$ cat src/rtl/universal_shift_register_param.sv
// WIDTH-bit universal shift register: shifts, loads, variable rotates, arithmetic
// shift right and a self-timed LSB-first burst serialiser with Busy/Valid/Done flags.
module universal_shift_register_param #(
    parameter  int WIDTH = 8,
    localparam int AMT_W = $clog2(WIDTH)
) (
    input  logic             Clk_In,
    input  logic             Reset_N_In,
    input  logic [2:0]       Mode_In,
    input  logic [AMT_W-1:0] Shift_Amount_In,
    input  logic             Serial_Data_Left_In,
    input  logic             Serial_Data_Right_In,
    input  logic [WIDTH-1:0] Parallel_Data_In,
    output logic             Serial_Data_Out,
    output logic [WIDTH-1:0] Parallel_Data_Out,
    output logic             Busy_Out,
    output logic             Serial_Valid_Out,
    output logic             Done_Out
);

    localparam logic [2:0] MODE_HOLD  = 3'b000;
    localparam logic [2:0] MODE_SHR   = 3'b001;
    localparam logic [2:0] MODE_SHL   = 3'b010;
    localparam logic [2:0] MODE_LOAD  = 3'b011;
    localparam logic [2:0] MODE_ROTR  = 3'b100;
    localparam logic [2:0] MODE_ROTL  = 3'b101;
    localparam logic [2:0] MODE_ASR   = 3'b110;
    localparam logic [2:0] MODE_BURST = 3'b111;

    localparam logic [AMT_W-1:0] LAST_BIT = AMT_W'(WIDTH - 1);

    logic [WIDTH-1:0] shift_reg;
    logic [AMT_W-1:0] bit_cnt;
    logic             busy;
    logic             done;

    // Rotate right by n; index wraps modulo WIDTH.
    function automatic logic [WIDTH-1:0] rot_right(input logic [WIDTH-1:0] v,
                                                   input logic [AMT_W-1:0] n);
        logic [WIDTH-1:0] res;
        res = '0;
        for (int i = 0; i < WIDTH; i++) begin
            res[i] = v[(i + int'(n)) % WIDTH];
        end
        return res;
    endfunction

    function automatic logic [WIDTH-1:0] arith_shr(input logic [WIDTH-1:0] v,
                                                   input logic [AMT_W-1:0] n);
        logic signed [WIDTH-1:0] sv;
        sv = v;
        return WIDTH'(sv >>> n);
    endfunction

    // Rotate left by n equals rotate right by (WIDTH - n) mod WIDTH; WIDTH is a power of two.
    logic [AMT_W-1:0] rotl_amt;
    assign rotl_amt = AMT_W'(0) - Shift_Amount_In;

    always_ff @(posedge Clk_In or negedge Reset_N_In) begin
        if (!Reset_N_In) begin
            shift_reg <= '0;
            bit_cnt   <= '0;
            busy      <= 1'b0;
            done      <= 1'b0;
        end else begin
            done <= 1'b0;
            if (busy) begin
                if (bit_cnt != LAST_BIT) begin
                    shift_reg <= {Serial_Data_Left_In, shift_reg[WIDTH-1:1]};
                    bit_cnt   <= bit_cnt + 1'b1;
                end else begin
                    // Terminal edge: a 111 here chains the next word with no idle gap.
                    done <= 1'b1;
                    if (Mode_In == MODE_BURST) begin
                        shift_reg <= Parallel_Data_In;
                        bit_cnt   <= '0;
                    end else begin
                        busy <= 1'b0;
                    end
                end
            end else begin
                case (Mode_In)
                    MODE_HOLD: shift_reg <= shift_reg;
                    MODE_SHR:  shift_reg <= {Serial_Data_Left_In, shift_reg[WIDTH-1:1]};
                    MODE_SHL:  shift_reg <= {shift_reg[WIDTH-2:0], Serial_Data_Right_In};
                    MODE_LOAD: shift_reg <= Parallel_Data_In;
                    MODE_ROTR: shift_reg <= rot_right(shift_reg, Shift_Amount_In);
                    MODE_ROTL: shift_reg <= rot_right(shift_reg, rotl_amt);
                    MODE_ASR:  shift_reg <= arith_shr(shift_reg, Shift_Amount_In);
                    default: begin
                        shift_reg <= Parallel_Data_In;
                        bit_cnt   <= '0;
                        busy      <= 1'b1;
                    end
                endcase
            end
        end
    end

    assign Serial_Data_Out   = shift_reg[0];
    assign Parallel_Data_Out = shift_reg;
    assign Busy_Out          = busy;
    assign Serial_Valid_Out  = busy;
    assign Done_Out          = done;

endmodule

$ cat config.mk
export PLATFORM = sky130hd
export DESIGN_NAME = universal_shift_register_param
export DESIGN_NICKNAME = d
export VERILOG_FILES = /design/src/rtl/universal_shift_register_param.sv
export SDC_FILE = /design/constraint.sdc
export NUM_CORES = 1
export LEC_CHECK = 0
export ABC_AREA = 1
export CAP_MARGIN = 30
export CORE_MARGIN = 2
export CORE_UTILIZATION = 48
export DETAILED_ROUTE_END_ITERATION = 8
export MAX_ROUTING_LAYER = met4
export PLACE_DENSITY = 0.76
export SLEW_MARGIN = 10
export SYNTH_ARGS = -nofsm -noshare
export SYNTH_HDL_FRONTEND = slang
export SYNTH_SLANG_ARGS = --single-unit
$ cat constraint.sdc
create_clock -name Clk_In -period 1.53 [get_ports Clk_In]
set_input_delay 0.306 -clock Clk_In [delete_from_list [all_inputs] [get_ports Clk_In]]
set_output_delay 0.306 -clock Clk_In [all_outputs]
set_load 0.03 [all_outputs]
# Word level (Yosys, flattened, before mapping)
# Index checks and enable logic that the tools add are counted.
word_totals:
  reg_bits: 13
classes:
  addsub: 16
  order_cmp: 16
  eq_ne: 11
  shift: 1
  muxes: 60
  bitwise_logic: 14
  n_reduce_logical: 18
ops:
  columns: ["operator", "count"]
  rows:
  - ["$lt A4 B5 Y1 const B", 14]
  - ["$bmux W1 S3", 16]
  - ["$pmux W8 S6", 1]
  - ["$reduce_or A3 Y1", 14]
  - ["$mux W1", 36]
  - ["$add A3 B3 Y3 const A", 8]
  - ["$mux W8", 3]
  - ["$and A1 B1 Y1 const A", 14]
  - ["$add A2 B3 Y3 const A", 4]
  - ["$eq A3 B3 Y1 const B", 4]
  - ["$mux W3", 4]
  - ["$lt A3 B4 Y1 const B", 2]
  - ["$sshr A8 B3 Y8", 1]
  - ["$reduce_or A7 Y1", 1]
  - ["$add A1 B3 Y3 const A", 2]
  - ["$eq A3 B2 Y1 const B", 2]
  - ["$reduce_and A2 Y1", 2]
  - ["$add A3 B1 Y3 const B", 1]
  - ["$eq A3 B1 Y1 const B", 1]
  - ["$logic_not A3 Y1", 1]
  - ["$ne A3 B1 Y1 const B", 1]
  - ["$ne A3 B3 Y1 const B", 1]
  - ["$sub A1 B3 Y3 const A", 1]
  - ["$ne A2 B1 Y1 const B", 1]
  - ["$ne A2 B2 Y1 const B", 1]

# Logic depth before layout (Yosys ltp)
# Gate-level depths: netlist of run 1.
logic_depth:
  depth_word: 9
  mapped_depth: 14
  depth_no_buf: 13

# Worst setup path after synthesis of run 1
# Ideal clock, no wire load.
synth_timing:
  kind: "input to register"
  start: "input Shift_Amount_In[1]"
  end: "register shift_reg[5], in the netlist Parallel_Data_Out[5]"
  arrival_time_ns: 1.690
  required_time_ns: 1.404
  setup_slack_ns: -0.287
  path_stages: 14
  path_buffers: 2
  path_cell_list: "buf_2 -> inv_2 -> ha_1 -> inv_2 -> buf_2 -> nand2_1 -> nand2_1 -> nand2_1 -> nand2_1 -> nand2_1 -> nand3_1 -> nand2_1 -> o21bai_1 -> a21oi_1"
synth_via:
  elab_chain_len: 7
  elab_cells_between_ends: 12
  cone_classes: "add/sub (3); shift (1); mux (8)"
synth_rtl:
  columns: ["item", "line", "rtl"]
  rows:
  - ["start, declared", "10", "input logic [AMT_W-1:0] Shift_Amount_In,"]
  - ["$sub A1 B3 Y3", "57", "assign rotl_amt = AMT_W'(0) - Shift_Amount_In;"]
  - ["$add A3 B3 Y3", "43", "res[i] = v[(i + int'(n)) % WIDTH];"]
  - ["$bmux W1 S3", "43", null]
  - ["$mux W1 (not written as such) (2 in a row)", "43", null]
  - ["$pmux W8 S6 *", "82", "case (Mode_In)"]
  - ["$mux W8 *", "67", "if (busy) begin"]
  - ["end signal, assigned", "69", "shift_reg <= {Serial_Data_Left_In, shift_reg[WIDTH-1:1]};"]
  - ["end signal, assigned", "83", "MODE_HOLD: shift_reg <= shift_reg;"]
  - ["end signal, assigned", "84", "MODE_SHR: shift_reg <= {Serial_Data_Left_In, shift_reg[WIDTH-1:1]};"]
  - ["end, declared", "32", "logic [WIDTH-1:0] shift_reg;"]
# Mark *: on every way between the ends. The rest lies on a longest branch, timed or not. The select of a mux whose other input is x is not followed.
# A chain may end at the register's enable or synchronous reset.

# Worst setup path in the final report of run 1
layout_timing:
  start: "register bit_cnt[0]"
  end: "register shift_reg[1], in the netlist Parallel_Data_Out[1]"
layout_via:
  elab_chain_len: 3
  elab_cells_between_ends: 5
  cone_classes: "eq/ne (2); mux (2); reduce/logical (1)"
layout_rtl:
  columns: ["item", "line", "rtl"]
  rows:
  - ["start, declared", "33", "logic [AMT_W-1:0] bit_cnt;"]
  - ["start signal, assigned", "70", "bit_cnt <= bit_cnt + 1'b1;"]
  - ["$ne A3 B3 Y1 *", "68", "if (bit_cnt != LAST_BIT) begin"]
  - ["$ne A3 B1 Y1 (no source line) / $mux W8 (equally long branches)", null, null]
  - ["$reduce_and A2 Y1 (no source line) / $mux W8 (equally long branches)", null, null]
  - ["end signal, assigned", "69", null]
  - ["end signal, assigned", "75", "shift_reg <= Parallel_Data_In;"]
  - ["end signal, assigned", "83", null]
# Mark *: on every way between the ends. The rest lies on a longest branch, timed or not.

==> results.yml, run 1 <==
clock_network:
  post_cts_hold_buffer_count: 0
  ctsHtreeMaxLevel: 1
  clock_insertion_delay_worst_skew_ns: 0.25
  cts_tree: "built"
  ctsRootBufferMaster: "sky130_fd_sc_hd__clkbuf_8"
  cts_made_buffers: 3
  clock_sinks: 13
  cts.clk_slew.worst_paths_ns: 0.06
  clockBufferDepth: 2
sta:
  fmaxAchievable_mhz: 681
  final-max-slew-violation-count: 0
  final-hold-violation-count: 0
  worst_slew_margin_rel_pct: 78.6
  layout_worst_path_cycle_share_pct: 96.0
  fin_hold_ws_ns: 0.376
  finalSetupViolations: 0
  worst_slew_pin_slew_ns: 0.322
  layout_min_cycle_time_ns: 1.47
  worst_clock_skew_ns: 0.00337
  setup_ws_ns: 0.0612
cells_and_area:
  multiInputGateArea_mm2: 0.00156
  fill_cells: 331
  antenna-diode-count: 0
  drive_gt1_share_pct: 25.3
  sequential_cell_area_um2: 329
  final_nets: 439
  synthToLayoutAreaGrowth_pct: 44.9
synth:
  syn_area_per_cell_um2: 5.33
  synth_largest_type_area_fraction_pct: 29.7
  synth_cell_type_count: 24
  synth-seq-area-share_pct: 17.4
  synth-seq-cells: 13
  postSynthNetCount: 374
  netlist_top_cells_area: "sky130_fd_sc_hd__nand2_1, sky130_fd_sc_hd__dfrtp_1, sky130_fd_sc_hd__nand3_1"
  yosysWarningCount: 0
  mappedNetlistArea_mm2: 0.00187
  post-synth-top-area-cell: "sky130_fd_sc_hd__nand2_1"
  syn-instance-count: 351
setup_path:
  worstSetupStartpointType: "flip-flop"
  crit_type: "reg -> reg"
  reg2reg_slack_ns: 0.06
  critical_path_required_ns: 1.66
  critical_path.endpoint_type: "flip-flop"
  critical_path_peak_fanout: 5
  crit_arrival_ns: 1.60
route:
  wirelength_um: 7010
  iter_0_drt_violations: 208
  drt-pass1-iter-count: 5
  drtAntennaViolNets: 0
  post_drt_via_cell_ratio: 5.68
  number_of_remaining_drc_errors: 0
  via_count: 2630
  detail_route.wl_per_cell_um: 15.1
power:
  clkPwrFrac_pct: 8.5
  power.net_switching_mw: 2.04
  power_frac_seq_pct: 19.2
  power.internal_mw: 1.81
  cellLeakagePower_nw: 1.46
  power_density_mw_per_mm2: 1420
  ir_worst_vdd_v: 0.00119
  switching_fraction_pct: 52.9
  power_frac_comb_pct: 72.4
placement:
  post-dp-hpwl_um: 4920
  gp_weighted_congestion: 0.997
  pre_cts_ws_ns: -0.636
  placement.io_buffers: 29
floorplan:
  die_area_mm2: 0.00441
  design.portCount: 30
  row_count: 22
  initial_utilization_pct: 50.3
  chipHeight_um: 66.4
  die_width_um: 66.4
  fp.coreArea_mm2: 0.00372
job:
  maxCapViolations: 0
global_route:
  grt_first_pass_wirelength_um: 10600
  grt_pass1_vias: 2284
  antenna_violations_before_repair: 0
  pin_count_of_the_biggest_net_entering_global_routing: 17
  grt.overflow.total: 0
  global_route.usage.total_pct: 31.7
status:
  run_status: "finished, final reports clean"
hold_path:
  worstHoldPathType: "in -> async"
final cells by class:
cell class	count	share of cell area, %
clock buffer	4	1.66
inverter	34	5.45
multi-input combinational	296	57.6
sequential	13	12.1
tap	48	2.22
timing repair buffer	67	20.7
timing repair inverter	1	0.185
registers in the layout, summed over array words and instances, names as in the netlist:
register / count
Parallel_Data_Out: 8
bit_cnt: 3
Busy_Out: 1
Done_Out: 1
synthesized netlist by cell type:
| cell type | count |
|---|---|
| sky130_fd_sc_hd__o211ai_1 | 1 |
| sky130_fd_sc_hd__o22ai_1 | 1 |
| sky130_fd_sc_hd__nand4_1 | 1 |
| sky130_fd_sc_hd__nand3_2 | 2 |
| sky130_fd_sc_hd__xnor2_1 | 1 |
| sky130_fd_sc_hd__o21bai_1 | 3 |
| sky130_fd_sc_hd__or2_2 | 1 |
| sky130_fd_sc_hd__a22oi_1 | 1 |
| sky130_fd_sc_hd__a211oi_1 | 8 |
| sky130_fd_sc_hd__o21ai_1 | 4 |
| sky130_fd_sc_hd__xor2_1 | 1 |
| sky130_fd_sc_hd__nand3_1 | 57 |
| sky130_fd_sc_hd__buf_4 | 4 |
| sky130_fd_sc_hd__buf_2 | 5 |
| sky130_fd_sc_hd__inv_2 | 7 |
| sky130_fd_sc_hd__nor2_1 | 29 |
| sky130_fd_sc_hd__a21oi_1 | 10 |
| sky130_fd_sc_hd__ha_1 | 5 |
| sky130_fd_sc_hd__buf_6 | 1 |
| sky130_fd_sc_hd__nand2_1 | 148 |
| sky130_fd_sc_hd__dfrtp_1 | 13 |
| sky130_fd_sc_hd__nand2_2 | 7 |
| sky130_fd_sc_hd__inv_1 | 27 |
| sky130_fd_sc_hd__o21ai_0 | 14 |
cell families after synthesis:
family                     after synthesis  synth area share (%)
and+or+nand+nor                        245                  54.9
buffers and inverters                   44                  10.4
AOI/OAI and AO/OA                       42                  13.1
DFF                                     13                  17.4
adders and majority gates                5                  3.35
xor gates and xnor gates                 2                 0.937
through the flow:
step           cells  power (mW)  area, µm²  util [%]  setup TNS, ns
2_1_floorplan    351        2.27       1930         -        -0.0436
3_3_place_gp     452        3.15       2440      65.7          -4.59
3_5_place_dp     452        3.16       2440      65.7          -5.03
4_1_cts          456        3.42       2510      67.5              0
5_1_grt          463        4.13       2710      72.9         -0.108
6_report         463        3.84       2710      72.9              0
worst paths after layout:
kind	endpoint	depth (start not counted)	from
setup / recovery	Parallel_Data_Out[1]	8	bit_cnt[0]
hold / removal	Parallel_Data_Out[7]	2	Reset_N_In
setup reg to reg	Parallel_Data_Out[1]	8	bit_cnt[0]
hold reg to reg	bit_cnt[1]	2	bit_cnt[1]
max in group asynchronous	Parallel_Data_Out[5]	2	Reset_N_In
min in group Clk_In	bit_cnt[1]	2	bit_cnt[1]
critical path, stage by stage (launching register included):
cell and delay (ns):
sky130_fd_sc_hd__dfrtp_1 0.39, sky130_fd_sc_hd__ha_2 0.20, sky130_fd_sc_hd__ha_4 0.16, sky130_fd_sc_hd__nand2_1 0.07, sky130_fd_sc_hd__inv_2 0.05, sky130_fd_sc_hd__nand2_4 0.11
sky130_fd_sc_hd__nand2_8 0.09, sky130_fd_sc_hd__a211oi_2 0.18, sky130_fd_sc_hd__a21oi_1 0.10
timing repair:
| item | 4_1_cts | 5_1_grt |
|---|---|---|
| endpoints found under the setup margin | 23 | 11 |
| resized for setup | 35 | 45 |
| pin swaps | 0 | 14 |
| gates cloned | 0 | 3 |
| buffers inserted | 0 | 4 |
| endpoints found under the hold margin | 0 | 0 |
cell usage in the layout, fill, tap and decap left out, types with 9 or more instances in the layout:
| cell | instances |
|---|---|
| sky130_fd_sc_hd__dlygate4sd2_1 | 16 |
| sky130_fd_sc_hd__inv_1 | 23 |
| sky130_fd_sc_hd__nand2_2 | 15 |
| sky130_fd_sc_hd__nor2_1 | 25 |
| sky130_fd_sc_hd__a21oi_1 | 9 |
| sky130_fd_sc_hd__dfrtp_1 | 10 |
| sky130_fd_sc_hd__nand2_1 | 136 |
| sky130_fd_sc_hd__nand3_1 | 53 |
| sky130_fd_sc_hd__o21ai_0 | 14 |
| sky130_fd_sc_hd__buf_4 | 34 |
| sky130_fd_sc_hd__clkdlybuf4s50_1 | 11 |
power by group through the flow:
stage	clock (mW)	combinational, mW	sequential (mW)
2_1_floorplan	0	1.35	0.914
3_5_place_dp	0	2.45	0.713
4_1_cts	0.323	2.40	0.704
3_3_place_gp	0	2.42	0.723
5_1_grt	0.341	3.04	0.751
6_report	0.326	2.78	0.737
layer usage:
| metal | GRT usage, % | share of wire [%] | vias up |
|---|---|---|---|
| li1 | - | - | 1268 |
| met1 | 41.0 | 40 | 1205 |
| met2 | 51.6 | 49 | 135 |
| met3 | 3.41 | 8.0 | 22 |
| met4 | 10.7 | 3.0 | 0 |
| met5 | - | 0 | - |
(Power assumes the default switching activity.)
==> inputs of run 2 (changes only) <==
PLACE_DENSITY = 0.73   (was 0.76)
clock period = 1.75 ns   (was 1.53 ns; I/O delays follow)
==> run 2 against run 1 <==
Against the previous run:
- clock power shrank 14%
- total power is 22% lower
- combinational power is 24% lower
- wire length decreased by 13%
- via count shrank 4.2%
- setup slack improved by 0.012 ns
- non-clock buffer count rose by 1
- critical path depth shrank 7
- critical endpoint is now Parallel_Data_Out[7]
==> results.yml, run 2 (synthesis gave the netlist of run 1 again) <==
route:
  drt-pass1-iter-count: 5
  detail_route.wl_per_cell_um: 13.2
  iter_0_drt_violations: 207
  post_drt_via_cell_ratio: 5.46
  number_of_remaining_drc_errors: 0
  via_count: 2519
  drtAntennaViolNets: 0
  wirelength_um: 6100
setup_path:
  timing.critical_path.slowest_stage_cell: "sky130_fd_sc_hd__clkdlybuf4s50_1"
  crit_arrival_ns: 1.33
  reg2reg_slack_ns: 0.09
  critPathMaxStageDelay_ns: 0.70
  crit_buf_inv: 1
  crit_family: "buffers and inverters"
  critical_path_required_ns: 1.40
  path_cells: "clkdlybuf4s50_1"
  critical_path.endpoint_type: "primary output"
  critical_path_peak_fanout: 3
  crit_type: "reg -> out"
  worstSetupStartpointType: "flip-flop"
global_route:
  grtUsageMet2_pct: 45.3
  global_route.peak_usage_layer: "met2"
  global_route.usage.total_pct: 29.0
  pin_count_of_the_biggest_net_entering_global_routing: 17
  grt_pass1_vias: 2109
  grt.overflow.total: 0
  antenna_violations_before_repair: 0
  grtUsageMet1_pct: 40.0
  grt_first_pass_wirelength_um: 9690
  grt.met3_usage_pct: 2.21
cells_and_area:
  layoutNonFillerInstCount: 461
  final_nets: 437
  final_common_cell: "sky130_fd_sc_hd__nand2_1"
  max_reg_flops: 8
  antenna-diode-count: 0
  synthToLayoutAreaGrowth_pct: 37.8
  drive_gt1_share_pct: 18.2
  finalInstanceArea_mm2: 0.00258
  mostFrequentLayoutCells: "sky130_fd_sc_hd__nand2_1, sky130_fd_sc_hd__nand3_1, sky130_fd_sc_hd__buf_4"
floorplan:
  die_area_mm2: 0.00441
  die_width_um: 66.4
  initial_utilization_pct: 50.3
  row_count: 22
  fp.coreArea_mm2: 0.00372
  chipHeight_um: 66.4
  design.portCount: 30
sta:
  worst_clock_skew_ns: 0.000724
  layout_min_cycle_time_ns: 1.68
  rsz0062_at_grt: "true"
  finalSetupViolations: 0
  fmaxAchievable_mhz: 597
  layout_worst_path_cycle_share_pct: 95.8
  setup_ws_ns: 0.0736
  fin_hold_ws_ns: 0.417
  worst_slew_pin_slew_ns: 0.323
  final-max-slew-violation-count: 0
  worst_slew_margin_rel_pct: 78.4
  final-hold-violation-count: 0
job:
  maxCapViolations: 0
clock_network:
  cts.clk_slew.worst_paths_ns: 0.06
  ctsHtreeMaxLevel: 1
  clock_insertion_delay_worst_skew_ns: 0.25
  post_cts_hold_buffer_count: 0
  clockBufferDepth: 2
  ctsRootBufferMaster: "sky130_fd_sc_hd__clkbuf_8"
  clock_sinks: 13
  cts_made_buffers: 3
  cts_tree: "built"
placement:
  gp_weighted_congestion: 0.961
  pre_cts_ws_ns: -0.414
  post-place-cells: 454
  placed_area_mm2: 0.00244
  post-dp-hpwl_um: 4710
  placement.io_buffers: 29
power:
  cellLeakagePower_nw: 1.44
  power_density_mw_per_mm2: 1160
  ir_worst_vdd_v: 0.000829
hold_path:
  worstHoldPathType: "in -> async"
status:
  run_status: "finished, final reports clean"
run 2: cell type report:
| cell class | instances | area, µm² |
|---|---|---|
| inverter | 34 | 133 |
| fill | 326 | 1140 |
| tap | 48 | 60.1 |
| multi-input combinational | 294 | 1430 |
| timing repair buffer | 68 | 587 |
| clock buffer | 4 | 45.0 |
| sequential | 13 | 325 |
run 2: path summary, 6_finish.rpt:
check / startpoint / end / cells past startpoint
max in group asynchronous: Reset_N_In / Parallel_Data_Out[5] / 2
min in group Clk_In: bit_cnt[1] / bit_cnt[1] / 2
hold / removal: Reset_N_In / bit_cnt[1] / 2
hold reg to reg: bit_cnt[1] / bit_cnt[1] / 2
setup reg to reg: bit_cnt[0] / bit_cnt[0] / 7
setup / recovery: Parallel_Data_Out[7] / Parallel_Data_Out[7] / 1
run 2: power by group:
| part | internal (mW) | switching, mW | leakage (nW) | total, mW |
|---|---|---|---|---|
| combinational | 0.792 | 1.30 | 1.26 | 2.10 |
| clock | 0.161 | 0.119 | 0.0228 | 0.280 |
| sequential | 0.443 | 0.176 | 0.158 | 0.619 |
| total | 1.40 | 1.60 | 1.44 | 3.00 |
run 2: per-stage QoR:
step | TNS, ns | total power [mW] | utilization [%]
finish | 0 | 3.00 | 69.3
global route | -0.0802 | 3.23 | 69.3
CTS | 0 | 2.93 | 66.9
detailed placement | -2.63 | 2.68 | 65.6
global placement | -2.41 | 2.68 | 65.6
floorplan | 0 | 1.95 | -
run 2: what timing repair did:
item / 4_1_cts / 5_1_grt
pin swaps: 2 / 2
endpoints found under the setup margin: 14 / 10
setup buffers: 0 / 3
gates cloned: 0 / 0
resized for setup: 14 / 21
run 2: layer usage:
metal | wire [µm] | vias to the layer above
li1 | - | 1262
met1 | 2600 | 1109
met2 | 2840 | 127
met3 | 496 | 21
met4 | 165 | 0
met5 | 0 | -
==> inputs of run 3 (changes only) <==
CAP_MARGIN = 20   (was 30)
==> results of run 3 <==
The final DEF is identical to that of run 2; final timing and power are the same.
